$ cat src/rtl/branch_csr_if.sv
// Bundle of branch/CSR signals exchanged between the core datapath and branch_csr_unit.
// The master side drives instruction fields and operands; the slave side returns ben/csr_out/csr_wdata.
interface branch_csr_if #(
    parameter int ADDR_W = 12,
    parameter int DATA_W = 32
);
    logic [6:0]        opcode;
    logic [2:0]        func3;
    logic [DATA_W-1:0] src1;
    logic [DATA_W-1:0] src2;
    logic [DATA_W-1:0] pc;
    logic [ADDR_W-1:0] csr_addr;
    logic              csr_wen;
    logic              is_ecall;
    logic              is_mret;
    logic              ben;
    logic [DATA_W-1:0] csr_out;
    logic [DATA_W-1:0] csr_wdata;

    modport master (
        output opcode, func3, src1, src2, pc, csr_addr, csr_wen, is_ecall, is_mret,
        input  ben, csr_out, csr_wdata
    );

    modport slave (
        input  opcode, func3, src1, src2, pc, csr_addr, csr_wen, is_ecall, is_mret,
        output ben, csr_out, csr_wdata
    );
endinterface

$ cat src/rtl/branch_csr_unit.sv
// Branch-condition evaluator and machine-mode CSR file with read-modify-write ALU.
// Outputs are combinational; CSR state changes only on the rising clock edge.
module branch_csr_unit #(
    parameter int ADDR_W = 12,
    parameter int DATA_W = 32
) (
    input  logic          clk,
    input  logic          rst,
    branch_csr_if.slave   bus
);
    localparam logic [6:0]        OP_BRANCH      = 7'b1100011;
    localparam logic [ADDR_W-1:0] ADDR_MSTATUS   = 12'h300;
    localparam logic [ADDR_W-1:0] ADDR_MTVEC     = 12'h305;
    localparam logic [ADDR_W-1:0] ADDR_MEPC      = 12'h341;
    localparam logic [ADDR_W-1:0] ADDR_MCAUSE    = 12'h342;
    localparam logic [ADDR_W-1:0] ADDR_MVENDORID = 12'hF11;
    localparam logic [ADDR_W-1:0] ADDR_MARCHID   = 12'hF12;
    localparam logic [DATA_W-1:0] MSTATUS_RST    = 32'h0000_1800;
    localparam logic [DATA_W-1:0] MVENDORID_VAL  = 32'h7973_7978;
    localparam logic [DATA_W-1:0] CAUSE_ECALL_M  = 32'd11;

    logic [DATA_W-1:0] mstatus_r;
    logic [DATA_W-1:0] mtvec_r;
    logic [DATA_W-1:0] mepc_r;
    logic [DATA_W-1:0] mcause_r;
    logic              ben_s;
    logic [DATA_W-1:0] csr_read_s;
    logic [DATA_W-1:0] csr_out_s;
    logic [DATA_W-1:0] csr_wdata_s;

    // Conditional-branch decision from funct3
    always_comb begin
        ben_s = 1'b0;
        if (bus.opcode == OP_BRANCH) begin
            case (bus.func3)
                3'b000:  ben_s = (bus.src1 == bus.src2);
                3'b001:  ben_s = (bus.src1 != bus.src2);
                3'b100:  ben_s = ($signed(bus.src1) <  $signed(bus.src2));
                3'b101:  ben_s = ($signed(bus.src1) >= $signed(bus.src2));
                3'b110:  ben_s = (bus.src1 <  bus.src2);
                3'b111:  ben_s = (bus.src1 >= bus.src2);
                default: ben_s = 1'b0;
            endcase
        end else begin
            ben_s = 1'b0;
        end
    end

    // CSR read mux; unimplemented addresses read as zero
    always_comb begin
        csr_read_s = {DATA_W{1'b0}};
        case (bus.csr_addr)
            ADDR_MSTATUS:   csr_read_s = mstatus_r;
            ADDR_MTVEC:     csr_read_s = mtvec_r;
            ADDR_MEPC:      csr_read_s = mepc_r;
            ADDR_MCAUSE:    csr_read_s = mcause_r;
            ADDR_MVENDORID: csr_read_s = MVENDORID_VAL;
            ADDR_MARCHID:   csr_read_s = {DATA_W{1'b0}};
            default:        csr_read_s = {DATA_W{1'b0}};
        endcase
    end

    // Trap/return target overrides the addressed CSR so the next-PC mux sees it immediately
    always_comb begin
        csr_out_s = csr_read_s;
        if (bus.is_ecall) begin
            csr_out_s = mtvec_r;
        end else if (bus.is_mret) begin
            csr_out_s = mepc_r;
        end else begin
            csr_out_s = csr_read_s;
        end
    end

    // Read-modify-write ALU; non-CSR funct3 values pass the old value through
    always_comb begin
        csr_wdata_s = csr_out_s;
        case (bus.func3)
            3'b001:  csr_wdata_s = bus.src1;
            3'b010:  csr_wdata_s = csr_out_s | bus.src1;
            3'b011:  csr_wdata_s = csr_out_s & ~bus.src1;
            default: csr_wdata_s = csr_out_s;
        endcase
    end

    // CSR state update: reset, then trap entry, then mret (no change), then explicit write
    always_ff @(posedge clk) begin
        if (rst) begin
            mstatus_r <= MSTATUS_RST;
            mtvec_r   <= {DATA_W{1'b0}};
            mepc_r    <= {DATA_W{1'b0}};
            mcause_r  <= {DATA_W{1'b0}};
        end else if (bus.is_ecall) begin
            mepc_r   <= bus.pc;
            mcause_r <= CAUSE_ECALL_M;
        end else if (bus.is_mret) begin
            mepc_r <= mepc_r;
        end else if (bus.csr_wen) begin
            case (bus.csr_addr)
                ADDR_MSTATUS: mstatus_r <= csr_wdata_s;
                ADDR_MTVEC:   mtvec_r   <= csr_wdata_s;
                ADDR_MEPC:    mepc_r    <= csr_wdata_s;
                ADDR_MCAUSE:  mcause_r  <= csr_wdata_s;
                default:      mstatus_r <= mstatus_r;
            endcase
        end else begin
            mstatus_r <= mstatus_r;
        end
    end

    assign bus.ben       = ben_s;
    assign bus.csr_out   = csr_out_s;
    assign bus.csr_wdata = csr_wdata_s;
endmodule

$ cat src/flat_wrapper.sv
// flat-port wrapper written by rule: the top's interface ports become plain ports
module branch_csr_unit_flat 
#(
    parameter int ADDR_W = 12,
    parameter int DATA_W = 32
)
  (clk, rst, bus_opcode, bus_func3, bus_src1, bus_src2, bus_pc, bus_csr_addr, bus_csr_wen, bus_is_ecall, bus_is_mret, bus_ben, bus_csr_out, bus_csr_wdata);
  branch_csr_if #(.ADDR_W(ADDR_W), .DATA_W(DATA_W)) bus_i ();
  input  logic clk;
  input  logic rst;
  input wire logic [$bits(bus_i.opcode)-1:0] bus_opcode;
  input wire logic [$bits(bus_i.func3)-1:0] bus_func3;
  input wire logic [$bits(bus_i.src1)-1:0] bus_src1;
  input wire logic [$bits(bus_i.src2)-1:0] bus_src2;
  input wire logic [$bits(bus_i.pc)-1:0] bus_pc;
  input wire logic [$bits(bus_i.csr_addr)-1:0] bus_csr_addr;
  input wire logic [$bits(bus_i.csr_wen)-1:0] bus_csr_wen;
  input wire logic [$bits(bus_i.is_ecall)-1:0] bus_is_ecall;
  input wire logic [$bits(bus_i.is_mret)-1:0] bus_is_mret;
  output wire logic [$bits(bus_i.ben)-1:0] bus_ben;
  output wire logic [$bits(bus_i.csr_out)-1:0] bus_csr_out;
  output wire logic [$bits(bus_i.csr_wdata)-1:0] bus_csr_wdata;
  assign bus_i.opcode = bus_opcode;
  assign bus_i.func3 = bus_func3;
  assign bus_i.src1 = bus_src1;
  assign bus_i.src2 = bus_src2;
  assign bus_i.pc = bus_pc;
  assign bus_i.csr_addr = bus_csr_addr;
  assign bus_i.csr_wen = bus_csr_wen;
  assign bus_i.is_ecall = bus_is_ecall;
  assign bus_i.is_mret = bus_is_mret;
  assign bus_ben = bus_i.ben;
  assign bus_csr_out = bus_i.csr_out;
  assign bus_csr_wdata = bus_i.csr_wdata;
  branch_csr_unit #(.ADDR_W(ADDR_W), .DATA_W(DATA_W)) u_core (.clk(clk), .rst(rst), .bus(bus_i));
endmodule
$ cat config.mk
export PLATFORM = sky130hd
export DESIGN_NAME = branch_csr_unit_flat
export DESIGN_NICKNAME = d
export VERILOG_FILES = /design/src/rtl/branch_csr_if.sv /design/src/rtl/branch_csr_unit.sv /design/src/flat_wrapper.sv
export SDC_FILE = /design/constraint.sdc
export NUM_CORES = 1
export LEC_CHECK = 0
export CORE_MARGIN = 8
export CORE_UTILIZATION = 52
export CTS_BUF_LIST = sky130_fd_sc_hd__clkbuf_2 sky130_fd_sc_hd__clkbuf_4 sky130_fd_sc_hd__clkbuf_8
export DETAILED_ROUTE_END_ITERATION = 16
export PLACE_DENSITY = 0.82
export SKIP_LAST_GASP = 1
export SYNTH_ARGS = -nofsm -noshare
export SYNTH_HDL_FRONTEND = slang
export SYNTH_SLANG_ARGS = --single-unit
$ cat constraint.sdc
create_clock -name clk -period 5.1 [get_ports clk]
set_clock_uncertainty 0.2 [all_clocks]
set_input_delay 1.02 -clock clk [delete_from_list [all_inputs] [get_ports clk]]
set_output_delay 1.02 -clock clk [all_outputs]
set_load 0.03 [all_outputs]
==> metrics.md, run 1 <==
| Metric | Value |
|---|---|
| Vias in the first global route | about 8400 |
| Psw | slightly below 700 µW |
| CP max FO | 14 |
| TritonCTS Buffers | 17 |
| Min-Delay Path Class | register to register |
| CTS clk-pin slew, worst paths | 0.08 ns |
| CP dominant cell by count | buf_4 |
| Mapped cell area | between 7000 and 8000 µm² |
| Internal power | 1.70 mW |
| Syn nets | approximately 1100 |
| Combinational power share | 20.4% |
| Register area share after synthesis | between 30 and 40% |
| Antenna fix cells | 0 |
| Num rows | between 40 and 50 |
| Via count | between 8000 and 9000 |
| Via/cell ratio | about 6.4 |
| Worst Path Required | ~3.9 ns |
| Layout cell share with drive strength beyond 1 | about a fifth |
| # port buffers | 187 |
| Seq cells post-synth | 128 |
| Width of the die | around 140 µm |
| Fmax | between 0.15 and 0.2 GHz |
| Hold Crit Depth | 2 |
| Reg-to-reg critical path endpoint | u_core.mcause_r[0] |
| Seq pwr share | around 43% |
| Core ar. | ~15000 µm² |
| Final Hold Fails | 0 |
| TNS Setup | 0 ns |
| Post-placement cell count | between 1000 and 1500 |
| Power density cells | between 200 and 250 nW/µm² |
| Clock Power Share | 36.6% |
| R2R cell count | 5 |
| Total GRT Usage | between 20% and 30% |
| Main flop type after synthesis | dfxtp_1 |
| DR WL/cell | 21.4 µm |
| Asr flop ratio synth | 0% |
| Tmin final | between 5 and 6 ns |
| Boundary Pins | 188 |
| Worst Setup End Kind | output port |
| Drt initial violations | approximately 1000 |
| Final Wtd Congestion | 0.917 |
| H-tree depth | 4 |
| RSZ-0062 raised after global routing | no |
| Global-route wire length before repair | roughly 45000 µm |
| DR DRC count | 0 |
| Final WL | about 29000 µm |
| Most common cell after layout, fill and taps aside | dfxtp_1 |
| Post-synth EDFFs | 0 |
| Pin count of the biggest net entering global routing | between 50 and 60 |
| Final Max Tran Viols | 0 |
| DIE AREA | 19100 µm² |
| Slew headroom | between 20% and 30% |
| R2r startpoint | u_core.mtvec_r[0] |
| Pleak | 4.49 nW |
| Maximum clock path buffer count | 2 |
| Startpoint Class | primary input |
| CTS tree | done |
| Slowest stage delay, CP | around 0.55 ns |
| MaxCap Viol Count | 0 |
| Post-Layout Cell Count | between 1000 and 1500 |
| CTS Hold Bufs | 0 |
| Num Clock Sinks | 128 |
| Post-synth top area share | between 30% and 40% |
| Commonest cells after routing, fill and taps aside | dfxtp_1 (128), buf_4 (123), clkdlybuf4s50_1 (120) |
| Yosys cell types | 68 |
| Fin util | 72.4% |
| CP max stage cell | or4bb_4 |
| Clk_lat worst skew | 0.44 ns |
| Syn Area/Cell | approximately 8 µm² |
| Cells after synthesis | 943 |
| Largest area contributor in the netlist | dfxtp_1 |
| Switching part of the total | between 20 and 30% |
| Hold Path Sink | u_core.mcause_r[25] |
| Final setup fails | 0 |
| Clk root buf | clkbuf_8 |
| Synth warn | 0 |
| Period utilization | between 90 and 100% |
| Peak supply drop | roughly 0.20 mV |
| Reg2reg setup slack | 3.10 ns |
| Cell chain of the critical path | clkdlybuf4s50_1 -> or4bb_4 -> nor4b_4 -> buf_4 -> nand2_1 -> a41o_1 -> buf_12 -> buf_4 -> o21ai_2 -> a22o_2 -> buf_4 |
| Crit Path Category | primary input to output port |
| Slew @ Worst Pin | 1.16 ns |
| Die Y | about 140 µm |
| Initial Util | a little over half |
| Drt pass-1 iters | 6 |
| Initial antenna violation count | 0 |
| Synth top area cells | dfxtp_1 (33%), a22oi_1 (5.7%), ha_1 (5.2%) |
| Critical path arrival | between 3 and 4 ns |
| GR Overflow Total | 0 |
| Hold wc startpoint | u_core.mcause_r[25] |
| Status | finished clean |
| Area grow syn2layout | 35.9% |
| Post-detail-place hpwl | about 20000 µm |
| # fillers | about 1100 |
| Routed Antenna Nets | 0 |
| Crit. Startpoint | bus_csr_addr[9] |
| # nets final | between 1000 and 1500 |
==> through the flow <==
step	cell area (µm²)	total power [mW]	hold slack [ns]	setup WS, ns
after floorplan	7760	1.28	0.225	0.111
after detailed placement	10200	1.53	0.243	0.0226
after CTS	10500	2.38	0.260	0.0698
final	10600	2.39	0.260	0.0884
after global routing	10600	2.47	0.280	0.00519
after global placement	10200	1.52	0.235	0.0492
==> flip-flops by register name (all words and copies together) (netlist names) <==
register / count
u_core.mepc_r: 32
u_core.mtvec_r: 32
u_core.mstatus_r: 32
u_core.mcause_r: 32
==> cell usage after synthesis, drive strengths merged, types with 3 or more instances <==
library cell and count:
o211ai 10, and4 12, dfxtp 128, xnor2 7, inv 72, o22ai 13
nor2b 6, a22oi 59, nand3 34, a21o 3, nand2b 18, o21ai 53
a31o 8, a22o 47, a32oi 15, buf 15, nor4b 3, nor4 6
o21a 11, ha 32, nand2 96, xor2 4, a32o 5, o211a 16
o2bb2ai 18, a2bb2oi 13, a211oi 17, nor2 57, and2 6, a221oi 11
clkbuf 64, a21oi 44, a221o 6, nand4 9
==> per-layer routing <==
metal	share of wire [%]	wire [µm]	track usage, %
met5	0	0	0
met3	12	3290	8.22
met1	40	11600	36.2
met4	3.9	1110	13.0
met2	44	12600	44.1
==> cell type report <==
| type | count | area [µm²] | share of cell area (%) |
|---|---|---|---|
| clock buffer | 22 | 278 | 2.63 |
| clock inverter | 10 | 113 | 1.07 |
| inverter | 72 | 270 | 2.56 |
| multi-input combinational | 664 | 4650 | 44.1 |
| sequential | 128 | 2560 | 24.3 |
| tap | 184 | 230 | 2.18 |
| timing repair buffer | 260 | 2450 | 23.2 |
==> power by group through the flow <==
| stage | Sequential (mW) | Combinational (mW) | Clock, mW |
|---|---|---|---|
| after floorplan | 1.05 | 0.238 | 0 |
| after global placement | 1.05 | 0.475 | 0 |
| after detailed placement | 1.05 | 0.482 | 0 |
| after CTS | 1.03 | 0.484 | 0.872 |
| after global routing | 1.03 | 0.521 | 0.920 |
| final | 1.03 | 0.490 | 0.877 |
==> cells by family (layout without fill, tap and decap cells) <==
logic type	count (synthesis)	in the layout	synth area share, %
muxes	1	1	0.129
adders and majority gates	32	32	5.16
and+or+nand+nor	260	260	16.8
buffers and inverters	151	364	7.67
xor gates and xnor gates	11	11	1.24
AOI/OAI and AO/OA	360	360	36.0
DFF	128	128	33.0
==> worst max path at each step <==
stage | end | slack [ns] | cells after the start
after floorplan | bus_csr_wdata[29] | 0.11 | 8
after detailed placement | bus_csr_wdata[6] | 0.02 | 11
after global placement | bus_csr_wdata[29] | 0.05 | 10
after CTS | bus_csr_wdata[6] | 0.07 | 11
final | bus_csr_wdata[4] | 0.09 | 11
after global routing | bus_csr_wdata[31] | 0.005 | 11
==> repair_timing <==
item | CTS | global route
setup buffers | 0 | 1
endpoints found under the setup margin | 3 | 14
resized for setup | 2 | 1
pin swaps | 0 | 5
cloned | 0 | 0
==> worst max-delay path: cells and delay by family <==
family / cells / cell delay [ns]
AND/OR/NAND/NOR: 3 / 0.99
buffers and inverters: 5 / 1.15
AO/OA/AOI/OAI: 3 / 0.62
Note: power is estimated with default switching activity, not from simulation.
==> inputs of run 2 (changes only) <==
- MAX_ROUTING_LAYER: default -> met4
- PLACE_DENSITY: 0.82 -> 0.85
==> metrics.md, run 2 (same netlist as run 1, synthesis figures left out) <==
| Metric | Value |
|---|---|
| R2r startpoint | u_core.mtvec_r[18] |
| Clk_lat worst skew | between 0.4 and 0.5 ns |
| Num Clock Sinks | around 130 |
| Worst Path Required | about 3.9 ns |
| # port buffers | roughly 190 |
| Crit Path Category | primary input to output port |
| DR WL/cell | about 22 µm |
| Via count | roughly 8700 |
| Pin count of the biggest net entering global routing | 43 |
| Reg-to-reg critical path endpoint | u_core.mcause_r[18] |
| Top delay family on crit path | simple AND/OR/NAND/NOR gates |
| Via/cell ratio | 6.47 |
| DR DRC count | 0 |
| CTS tree | done |
| Final worst slack | about 0.088 ns |
| Slowest stage delay, CP | approximately 0.56 ns |
| Pleak | about 4.5 nW |
| Post-detail-place hpwl | roughly 21000 µm |
| Final WL | 29100 µm |
| TNS Setup | 0 ns |
| Boundary Pins | around 190 |
| H-tree depth | 4 |
| Drt initial violations | 1045 |
| Worst slack, placed | between 0.002 and 0.0025 ns |
| Routed Antenna Nets | 0 |
| CP endpoint | bus_csr_wdata[28] |
| Buf/Inv on CP | 3 |
| Global-route wire length before repair | 45600 µm |
| Commonest cells after routing, fill and taps aside | buf_4 (136), dfxtp_1 (128), clkdlybuf4s50_1 (120) |
| Startpoint Class | primary input |
| Slew @ Worst Pin | 1.08 ns |
| Peak supply drop | between 0.15 and 0.2 mV |
| Final Wtd Congestion | a little over 0.9 |
| Cell chain of the critical path | clkdlybuf4s50_1 -> or4bb_4 -> nor4b_4 -> nand3b_1 -> a41o_4 -> buf_4 -> o21ai_2 -> a22o_2 -> buf_4 |
| CTS clk-pin slew, worst paths | roughly 0.080 ns |
| Fin Hold WS | approximately 0.26 ns |
| # nets final | ~1300 |
| Initial Util | approximately 53% |
| Crit. Startpoint | bus_csr_addr[9] |
| Slew headroom | ~28% |
| Num rows | 44 |
| Tot Pwr | ~2.5 mW |
| Total GRT Usage | between 20 and 30% |
| Area grow syn2layout | 37.4% |
| Most common cell after layout, fill and taps aside | buf_4 |
| MaxCap Viol Count | 0 |
| Vias in the first global route | around 8700 |
| Worst Setup End Kind | output port |
| Min-Delay Path Class | register to register |
| Critical path arrival | 3.79 ns |
| Reg2reg setup slack | 3.07 ns |
| Layout cell share with drive strength beyond 1 | between 15 and 20% |
| CP max FO | 12 |
| GR Overflow Total | 0 |
| Width of the die | 138 µm |
| Drt pass-1 iters | 6 |
| Fmax | between 0.15 and 0.2 GHz |
| CP max stage cell | or4bb_4 |
| R2R cell count | 5 |
| CP dominant cell by count | buf_4 |
| Final Max Tran Viols | 0 |
| Crit path depth | 9 |
| Placed cell area | around 10000 µm² |
| DIE AREA | ~19000 µm² |
| Power density cells | roughly 240 nW/µm² |
| Maximum clock path buffer count | 2 |
| Tmin final | ~5.0 ns |
| # fillers | 1088 |
| Final instance area | between 10000 and 15000 µm² |
| Core ar. | about 15000 µm² |
| Clk root buf | clkbuf_8 |
| Die Y | about 140 µm |
| Initial antenna violation count | 1 |
| Final setup fails | 0 |
| Period utilization | between 90% and 100% |
| Final Hold Fails | 0 |
| TritonCTS Buffers | 17 |
| Status | finished clean |
| RSZ-0062 raised after global routing | yes |
==> run 2: changes by cell type in the layout (fill, tap and decap cells not counted), sizes merged <==
cell | previous run | this run
clkinv | 6 | 3
clkbuf | 22 | 18
buf | 140 | 151
inv | 72 | 77
bufinv | 2 | 4
diode | 0 | 1
==> run 2: how the worst min path moves through the flow <==
stage	startpoint	endpoint	slack [ns]	cells after the start
global placement	u_core.mcause_r[19]	u_core.mcause_r[19]	0.23	2
finish	u_core.mcause_r[7]	u_core.mcause_r[7]	0.26	2
CTS	u_core.mcause_r[7]	u_core.mcause_r[7]	0.26	2
floorplan	u_core.mcause_r[10]	u_core.mcause_r[10]	0.23	2
detailed placement	u_core.mcause_r[7]	u_core.mcause_r[7]	0.24	2
global route	u_core.mcause_r[26]	u_core.mcause_r[26]	0.28	2
==> run 2: tightest hold or removal path, cell delays in order, from the launching register on <==
cell     delay [ns]
dfxtp_1        0.33
nand2_1        0.04
o21ai_0        0.06
==> run 2: area by class of cell <==
class	count	area (µm²)	share of cell area, %
inverters	72	270	2.53
clock buffers	18	241	2.26
flip-flops and latches	128	2560	24.0
well taps	184	230	2.16
repair buffers	271	2490	23.3
clock inverters	14	204	1.91
multi-input cells	664	4660	43.7
diodes	1	2.50	0.0235
==> run 2: metal layers <==
metal | vias up | global-route usage (%) | wire length, µm
li1 | 3936 | - | -
met1 | 4070 | 35.7 | 11700
met2 | 648 | 45.8 | 13100
met3 | 87 | 8.63 | 3300
met4 | 0 | 13.2 | 969
met5 | - | - | 0
==> run 2: report_power, final <==
part | switching, mW | internal [mW] | leakage [nW]
logic | 0.269 | 0.227 | 3.29
clock network | 0.449 | 0.548 | 0.220
registers | 0.0134 | 1.01 | 1.04
==> run 2: through the flow <==
step | utilization, % | cells
finish | 73.1 | 1352
global route | 73.1 | 1352
CTS | 72.8 | 1349
detailed placement | 69.8 | 1317
global placement | 69.8 | 1317
floorplan | - | 943
==> run 2: timing repair <==
action	4_1_cts	5_1_grt
cloned	0	0
hold buffers	0	0
gates resized for setup	2	4
pin swaps	0	4
buffers inserted	0	2
setup endpoints to repair	14	14
